**config.mk**
```make
export PLATFORM = sky130hd
export DESIGN_NAME = instruction_queue
export DESIGN_NICKNAME = d
export VERILOG_FILES = /design/src/rtl/instruction_queue.sv
export SDC_FILE = /design/constraint.sdc
export NUM_CORES = 1
export LEC_CHECK = 0
export ABC_AREA = 0
export BUFFER_PORTS_ARGS = -buffer_cell sky130_fd_sc_hd__buf_4
export CORE_MARGIN = 2
export CORE_UTILIZATION = 45
export DETAILED_ROUTE_END_ITERATION = 12
export GPL_ROUTABILITY_DRIVEN = 0
export MAX_ROUTING_LAYER = met4
export PLACE_DENSITY = 0.69
export SKIP_CTS_REPAIR_TIMING = 1
export SLEW_MARGIN = 20
export SYNTH_ARGS = -nofsm -noshare
export SYNTH_HDL_FRONTEND = slang
export SYNTH_SLANG_ARGS = --single-unit
```
**constraint.sdc**
```tcl
create_clock -name clk_FPGA -period 6.1 [get_ports clk_FPGA]
set_clock_uncertainty 0.05 [all_clocks]
set_input_delay 0.305 -clock clk_FPGA [delete_from_list [all_inputs] [get_ports clk_FPGA]]
set_output_delay 0.305 -clock clk_FPGA [all_outputs]
set_load 0.03 [all_outputs]
```
**src/rtl/instruction_queue.sv**
```systemverilog
// instruction_queue: buffers Nios custom-instruction pairs and replays them to the video processor with retry/timeout.
// Optional statistics counters are built only when QUEUE_STATS_EN is defined.
module instruction_queue #(
    parameter int DEPTH     = 16,
    parameter int ADDR_W    = 4,
    parameter int RETRY_GAP = 8,
    parameter int TIMEOUT   = 64
) (
    input  logic              clk_FPGA,
    input  logic              reset,
    input  logic              cpu_clk_en,
    input  logic [31:0]       cpu_dataA,
    input  logic [31:0]       cpu_dataB,
    output logic              cpu_done,
    output logic [31:0]       cpu_result,
    output logic              vp_clk_en,
    output logic [31:0]       vp_dataA,
    output logic [31:0]       vp_dataB,
    input  logic              vp_done,
    input  logic [31:0]       vp_result,
    output logic [ADDR_W:0]   occupancy,
    output logic [15:0]       stat_retries,
    output logic [15:0]       stat_timeouts
);

    localparam logic [31:0] REJECT = 32'd900;
    localparam int CNT_W = $clog2(TIMEOUT > RETRY_GAP ? TIMEOUT : RETRY_GAP) + 1;

    typedef enum logic [1:0] {IDLE, ISSUE, RELEASE, BACKOFF} state_t;

    logic [63:0]       mem [DEPTH];
    logic [ADDR_W-1:0] wr_ptr, rd_ptr;
    logic [ADDR_W:0]   count, count_next;
    logic              ack, accept, full, empty, push, pop;
    logic              issue_ok, issue_rej, issue_tmo;
    logic              sticky, sticky_next;
    state_t            state, state_next;
    logic [CNT_W-1:0]  wait_cnt, wait_cnt_next;

    assign full        = count == (ADDR_W+1)'(DEPTH);
    assign empty       = count == '0;
    assign accept      = cpu_clk_en && !ack;
    assign push        = accept && !full;
    assign count_next  = count + (ADDR_W+1)'(push) - (ADDR_W+1)'(pop);
    assign issue_ok    = state == ISSUE && vp_done && vp_result != REJECT;
    assign issue_rej   = state == ISSUE && vp_done && vp_result == REJECT;
    assign issue_tmo   = state == ISSUE && !vp_done && wait_cnt == CNT_W'(TIMEOUT-1);
    assign sticky_next = sticky || issue_tmo;
    assign occupancy   = count;
    // An empty queue shows zeros so that every output reads 0 straight after reset.
    assign vp_dataA    = empty ? '0 : mem[rd_ptr][63:32];
    assign vp_dataB    = empty ? '0 : mem[rd_ptr][31:0];

    // CPU handshake: ack mirrors cpu_clk_en, so only the first enabled cycle of a request is accepted.
    always_ff @(posedge clk_FPGA or negedge reset) begin
        if (!reset) begin
            ack        <= 1'b0;
            cpu_done   <= 1'b0;
            cpu_result <= '0;
            sticky     <= 1'b0;
        end else begin
            ack        <= cpu_clk_en;
            cpu_done   <= accept;
            cpu_result <= accept ? {full, sticky_next, {(29-ADDR_W){1'b0}}, count_next} : '0;
            sticky     <= sticky_next;
        end
    end

    // FIFO storage: no reset needed because reads are masked while empty.
    always_ff @(posedge clk_FPGA) begin
        if (push) mem[wr_ptr] <= {cpu_dataA, cpu_dataB};
    end

    // FIFO pointers and fill level; pointers wrap naturally since DEPTH is a power of 2.
    always_ff @(posedge clk_FPGA or negedge reset) begin
        if (!reset) begin
            wr_ptr <= '0;
            rd_ptr <= '0;
            count  <= '0;
        end else begin
            if (push) wr_ptr <= wr_ptr + 1'b1;
            if (pop)  rd_ptr <= rd_ptr + 1'b1;
            count <= count_next;
        end
    end

    // Issue FSM state register; vp_clk_en is a flop that is high exactly while in ISSUE.
    always_ff @(posedge clk_FPGA or negedge reset) begin
        if (!reset) begin
            state     <= IDLE;
            wait_cnt  <= '0;
            vp_clk_en <= 1'b0;
        end else begin
            state     <= state_next;
            wait_cnt  <= wait_cnt_next;
            vp_clk_en <= state_next == ISSUE;
        end
    end

    // Issue FSM next state; one counter times both the response wait and the retry gap.
    always_comb begin
        state_next    = state;
        wait_cnt_next = wait_cnt;
        case (state)
            IDLE: begin
                if (!empty) begin
                    state_next    = ISSUE;
                    wait_cnt_next = '0;
                end
            end
            ISSUE: begin
                if (issue_rej) begin
                    state_next    = BACKOFF;
                    wait_cnt_next = '0;
                end else if (issue_ok || issue_tmo) begin
                    state_next    = RELEASE;
                    wait_cnt_next = '0;
                end else begin
                    wait_cnt_next = wait_cnt + 1'b1;
                end
            end
            RELEASE: state_next = IDLE;
            BACKOFF: begin
                if (wait_cnt == CNT_W'(RETRY_GAP-1)) begin
                    state_next    = ISSUE;
                    wait_cnt_next = '0;
                end else begin
                    wait_cnt_next = wait_cnt + 1'b1;
                end
            end
            default: state_next = IDLE;
        endcase
    end

    // Issue FSM outputs: the head leaves on acceptance or on a timeout drop.
    always_comb begin
        pop = (issue_ok || issue_tmo) && !empty;
    end

`ifdef QUEUE_STATS_EN
    // Saturating counters for rejected issues and dropped entries.
    always_ff @(posedge clk_FPGA or negedge reset) begin
        if (!reset) begin
            stat_retries  <= '0;
            stat_timeouts <= '0;
        end else begin
            if (issue_rej && stat_retries != 16'hFFFF)  stat_retries  <= stat_retries + 1'b1;
            if (issue_tmo && stat_timeouts != 16'hFFFF) stat_timeouts <= stat_timeouts + 1'b1;
        end
    end
`else
    assign stat_retries  = '0;
    assign stat_timeouts = '0;
`endif

endmodule

```
Word level (Yosys, flattened, before mapping)
Memories as Yosys holds them, arrays and structs flattened. Index checks and enable logic that the tools add are counted.

Memory bits (writable): 1024. Bits in registers: 58. Input port bits: 100. Memories kept: 1. Output and inout bits: 135.

Memory list: mem (depth 16, width 64, rd ports 1, clocked after memory_dff 0, wr ports 1, line 31) `logic [63:0] mem [DEPTH];`.

Mux-type cells: 15. Equality and inequality tests: 10. $add $sub $neg: 5. Reductions and logical operators: 18.

Operators by type and width (count): 32-bit 2-to-1 mux (3); 32-bit by 10-bit equality test with 1-bit output, second input constant (1); 32-bit by 10-bit inequality test with 1-bit output, second input constant (1); 7-bit 2-to-1 mux (4); 7-bit case mux with 3 select lines (1); 4-bit by 1-bit adder with 4-bit output, second input constant (2); 1-bit logical AND (8); 2-bit 2-to-1 mux (4); 2-bit case mux with 4 select lines (1); 7-bit by 1-bit adder with 7-bit output, second input constant (1); 7-bit by 3-bit equality test with 1-bit output, second input constant (1); 7-bit by 6-bit equality test with 1-bit output, second input constant (1); 5-bit by 1-bit adder with 5-bit output (1); 5-bit equality test, second input constant (1); 5-bit logical NOT (1); 5-bit by 1-bit subtractor with 5-bit output (1); 2-bit by 1-bit equality test with 1-bit output, second input constant (2); 2-bit equality test, second input constant (2); 1-bit logical NOT (4); 3-bit nonzero test (1); 2-bit logical NOT (1); 1-bit logical OR (2); 1-bit 2-to-1 mux (2); 2-bit inequality test, second input constant (1); 2-bit AND reduction (1).

Longest topological paths before layout
Depth in word-level cells: 8. Gate-level depth with buffers: 14. Depth with buffers taken out: 13.

Worst setup path after synthesis
Ideal clock, no wire load.

Path type: reg-to-reg. Start point: reg count[2], in the netlist occupancy[2]. End point: mem mem[3][0], enable pin. Clock period less this slack: 6.552 ns. Arrival: 5.937 ns. Slack: -0.452 ns. Cell stages (with the launch flop): 6. Setup time: 0.564 ns. Buffers on the path: 0. Cells stage by stage: dfrtp_1 inv_1 ha_1 a31oi_1 nand2_1 nor3_1.

Word-level cells in the longest chain between the ends: 5.

RTL lines: from (decl) (line 33) `logic [ADDR_W:0] count, count_next;`; from (signal assigned) (line 83) `count <= count_next;`; 5-bit equality test (line 40) `assign full = count == (ADDR_W+1)'(DEPTH);`; 1-bit logical NOT (line 43) `assign push = accept && !full;`; 1-bit logical AND (line 43); 1-bit 2-to-1 mux (line 71) `if (push) mem[wr_ptr] <= {cpu_dataA, cpu_dataB};`; 1-bit 2-to-1 mux (implied by the code) (line 71); to (decl) (line 31).

Every way passes these cells.

Worst setup path in the final report
Start point: reg rd_ptr[0]. End point: out vp_dataB[7].

Word-level cells in the longest chain between the ends: 2.

RTL lines: from (decl) (line 32) `logic [ADDR_W-1:0] wr_ptr, rd_ptr;`; from (signal assigned) (line 82) `if (pop) rd_ptr <= rd_ptr + 1'b1;`; memory read 16 x 64 bit; 32-bit 2-to-1 mux (line 52) `assign vp_dataB = empty ? '0 : mem[rd_ptr][31:0];`; to (decl) (line 18) `output logic [31:0] vp_dataB,`.

Every way passes these cells.

==> impl_metrics.csv <==
group,metric,value,unit
clock_tree,numCtsBuffers,102,
sta,maxSlewViolCount,0,
final_layout,layout_common_cells,"edfxtp_1, mux4_2, buf_4",
routing,wl,87400,um
critical_path,crit_fanout,56,
placement,dp_hpwl,46000,um
status,status,"completed",
synthesis,ys_warn_count,0,
placement,placed_cell_area,43700,um2
synthesis,yosysSeqAreaShare,77.2,%
synthesis,synth_ff_type,"edfxtp_1",
clock_tree,cts_max_level,3,
global_routing,antenna_found_initial,9,
clock_tree,clk_path_buf_depth,3,
power,p_int,0.0151,W
final_layout,syn2layout_area_growth,16.2,%
sta,rsz0062_at_grt,"false",
synthesis,synth_cell_type_count,43,
power,pwr-share-seq,40.6,%
critical_path,arrival,3770,ps
floorplanning,die_height,306,um
floorplanning,fp-row-count,110,
global_routing,grt_max_degree,84,
sta,setup_violations,0,
global_routing,grt_pass1_vias,19200,
sta,tns,0,ps
clock_tree,clock_latency,640,ps
routing,drt_iter0_drc,1914,
critical_path,crit_required,5740,ps
global_routing,overflow,0,
power,powerDensity,458,nW/um2
sta,final_hold_viol_count,0,
synthesis,synth_seq_cells,1057,
routing,wire_per_inst,26.5,um
final_layout,final_common_cell,"edfxtp_1",
synthesis,syn-mean-instance-area,23.8,um2
floorplanning,die_x,306,um
routing,drc,0,
power,power_leakage,15.4,nW
final_layout,fin_area,47500,um2
routing,vias_per_cell,5.66,
floorplanning,io_pins,235,
clock_tree,cts_tree,"built",
sta,post-route-min-period,4120,ps
placement,port_buffers,177,
routing,ant_nets,0,
clock_tree,path_clk_slew,50,ps
power,p_switching,0.00667,W
power,swShare,30.6,%
floorplanning,core_area,90000,um2
floorplanning,initial_core_util,45.5,%
synthesis,netlist_area,40900,um2
power,vdd_drop_max,0.000276,V
sta,max_freq,0.242,GHz
clock_tree,tritoncts_num_sinks,1057,
hold_path,hold_class,"input port to flop",
synthesis,synthArstFlopShare,3.12,%
clock_tree,ctsRootBufferMaster,"clkbuf_16",
critical_path,crit_path_end_kind,"output port",
final_layout,nets,2138,
floorplanning,die_area,93400,um2
final_layout,drive_above_1_share,33.0,%
power,combPwrFrac,31.6,%
routing,drtPass1Iterations,7,
global_routing,grt_pass1_wl,129000,um
critical_path,cp-start-kind,"flop",
power,clkPwrFrac,27.8,%
routing,vias,18700,
synthesis,synth_edf_count,1024,
flow_run,drv_cap,0,
synthesis,synth_cells,1716,
sta,slew_headroom,28.0,%
sta,period_share,67.6,%
global_routing,grt_usage,19.5,%
sta,tightest_slew,1080,ps
critical_path,path_class,"flop to output port",
[flip-flops by register name, summed over array words and instances (netlist names)]
name / flops
wr_ptr: 4
ack: 1
sticky: 1
state: 2
cpu_result: 7
mem: 1024
occupancy: 5
cpu_done: 1
vp_clk_en: 1
wait_cnt: 7
rd_ptr: 4
[area by class of cell]
cell class / count / area, um2
Fill cell: 6812 / 42500
Multi-Input combinational cell: 566 / 8800
Sequential cell: 1057 / 31600
Timing Repair Buffer: 288 / 2410
Clock buffer: 135 / 2740
Inverter: 10 / 37.5
Tap cell: 1176 / 1470
Antenna cell: 9 / 22.5
Clock inverter: 53 / 469
[logic make-up after synthesis]
logic type | count (synthesis) | synth area share, %
multiplexers | 321 | 17.6
other | 1 | 0.00916
AO/OA/AOI/OAI | 20 | 0.309
XOR/XNOR | 12 | 0.257
flip-flops | 1057 | 77.2
buffers and inverters | 149 | 2.20
adder cells (fa/ha/maj) | 13 | 0.416
AND/OR/NAND/NOR | 143 | 2.01
[per-layer routing]
metal  up-vias  track usage, %  routed length (um)  part of all wire (%)
met1     10100            25.4               35800                    41
met4         0            5.02                1570                   1.8
met3       112            3.58                5140                   5.9
met5         -               -                   0                     0
li1       7788               -                   -                     -
met2       646            31.9               44900                    51
[path summary, 6_finish.rpt]
kind,start,to,slack [ps],cells after the start
setup / recovery,rd_ptr[0]$_DFFE_PN0P_,vp_dataB[7],1980,5
hold / removal,vp_done,state[1]$_DFF_PN0_,20,3
setup reg to reg,occupancy[2]$_DFF_PN0_,mem[15][27]$_DFFE_PP_,2510,6
hold reg to reg,sticky$_DFF_PN0_,sticky$_DFF_PN0_,410,1
max in group asynchronous,reset,rd_ptr[3]$_DFFE_PN0P_,5550,2
min in group asynchronous,reset,cpu_result[1]$_DFF_PN0_,100,2
[worst max-delay path, cell delays in order, from the launching register on]
cell	delay [ps]
dfrtp_4	1040
buf_12	430
mux4_2	580
mux4_2	490
nor2b_1	210
buf_4	220
[cell usage after synthesis, types with 2 or more instances]
master,n,area [um2]
ha_1,12,150
and3_1,2,12.5
nor2b_1,65,407
a21oi_1,5,25.0
buf_4,77,578
nor3_1,5,25.0
nor4_1,5,31.3
buf_1,12,45.0
xnor2_1,5,43.8
nor4b_1,4,35.0
nand2b_1,3,18.8
mux4_2,320,7210
xor2_1,7,61.3
o21bai_1,2,15.0
buf_2,11,55.1
nor2_1,24,90.1
dfrtp_1,33,826
inv_1,10,37.5
nand2_1,14,52.6
clkbuf_1,34,128
nand4_1,3,18.8
edfxtp_1,1024,30700
o21ai_0,5,25.0
a21o_1,3,22.5
and2_1,6,37.5
buf_6,5,56.3
nand3_1,4,20.0
[metrics by stage]
step / setup slack, ps / instances / hold WS [ps] / total power, W / util, %
finish: 1980 / 3294 / 22.6 / 0.0218 / 52.8
global route: 1740 / 3293 / 17.3 / 0.0227 / 52.8
floorplan: 1260 / 1772 / -40.6 / 0.0138 / -
CTS: 1850 / 3219 / -474 / 0.0220 / 52.1
global placement: 2500 / 3031 / 218 / 0.0159 / 48.5
detailed placement: 2440 / 3031 / 219 / 0.0160 / 48.5
[power by group through the flow]
stage | logic [W] | registers (W) | clock network (W)
global placement | 0.00690 | 0.00898 | 0
floorplan | 0.00503 | 0.00872 | 0
CTS | 0.00698 | 0.00886 | 0.00617
global route | 0.00731 | 0.00890 | 0.00645
detailed placement | 0.00695 | 0.00901 | 0
finish | 0.00688 | 0.00885 | 0.00605
(Power assumes the default switching activity.)
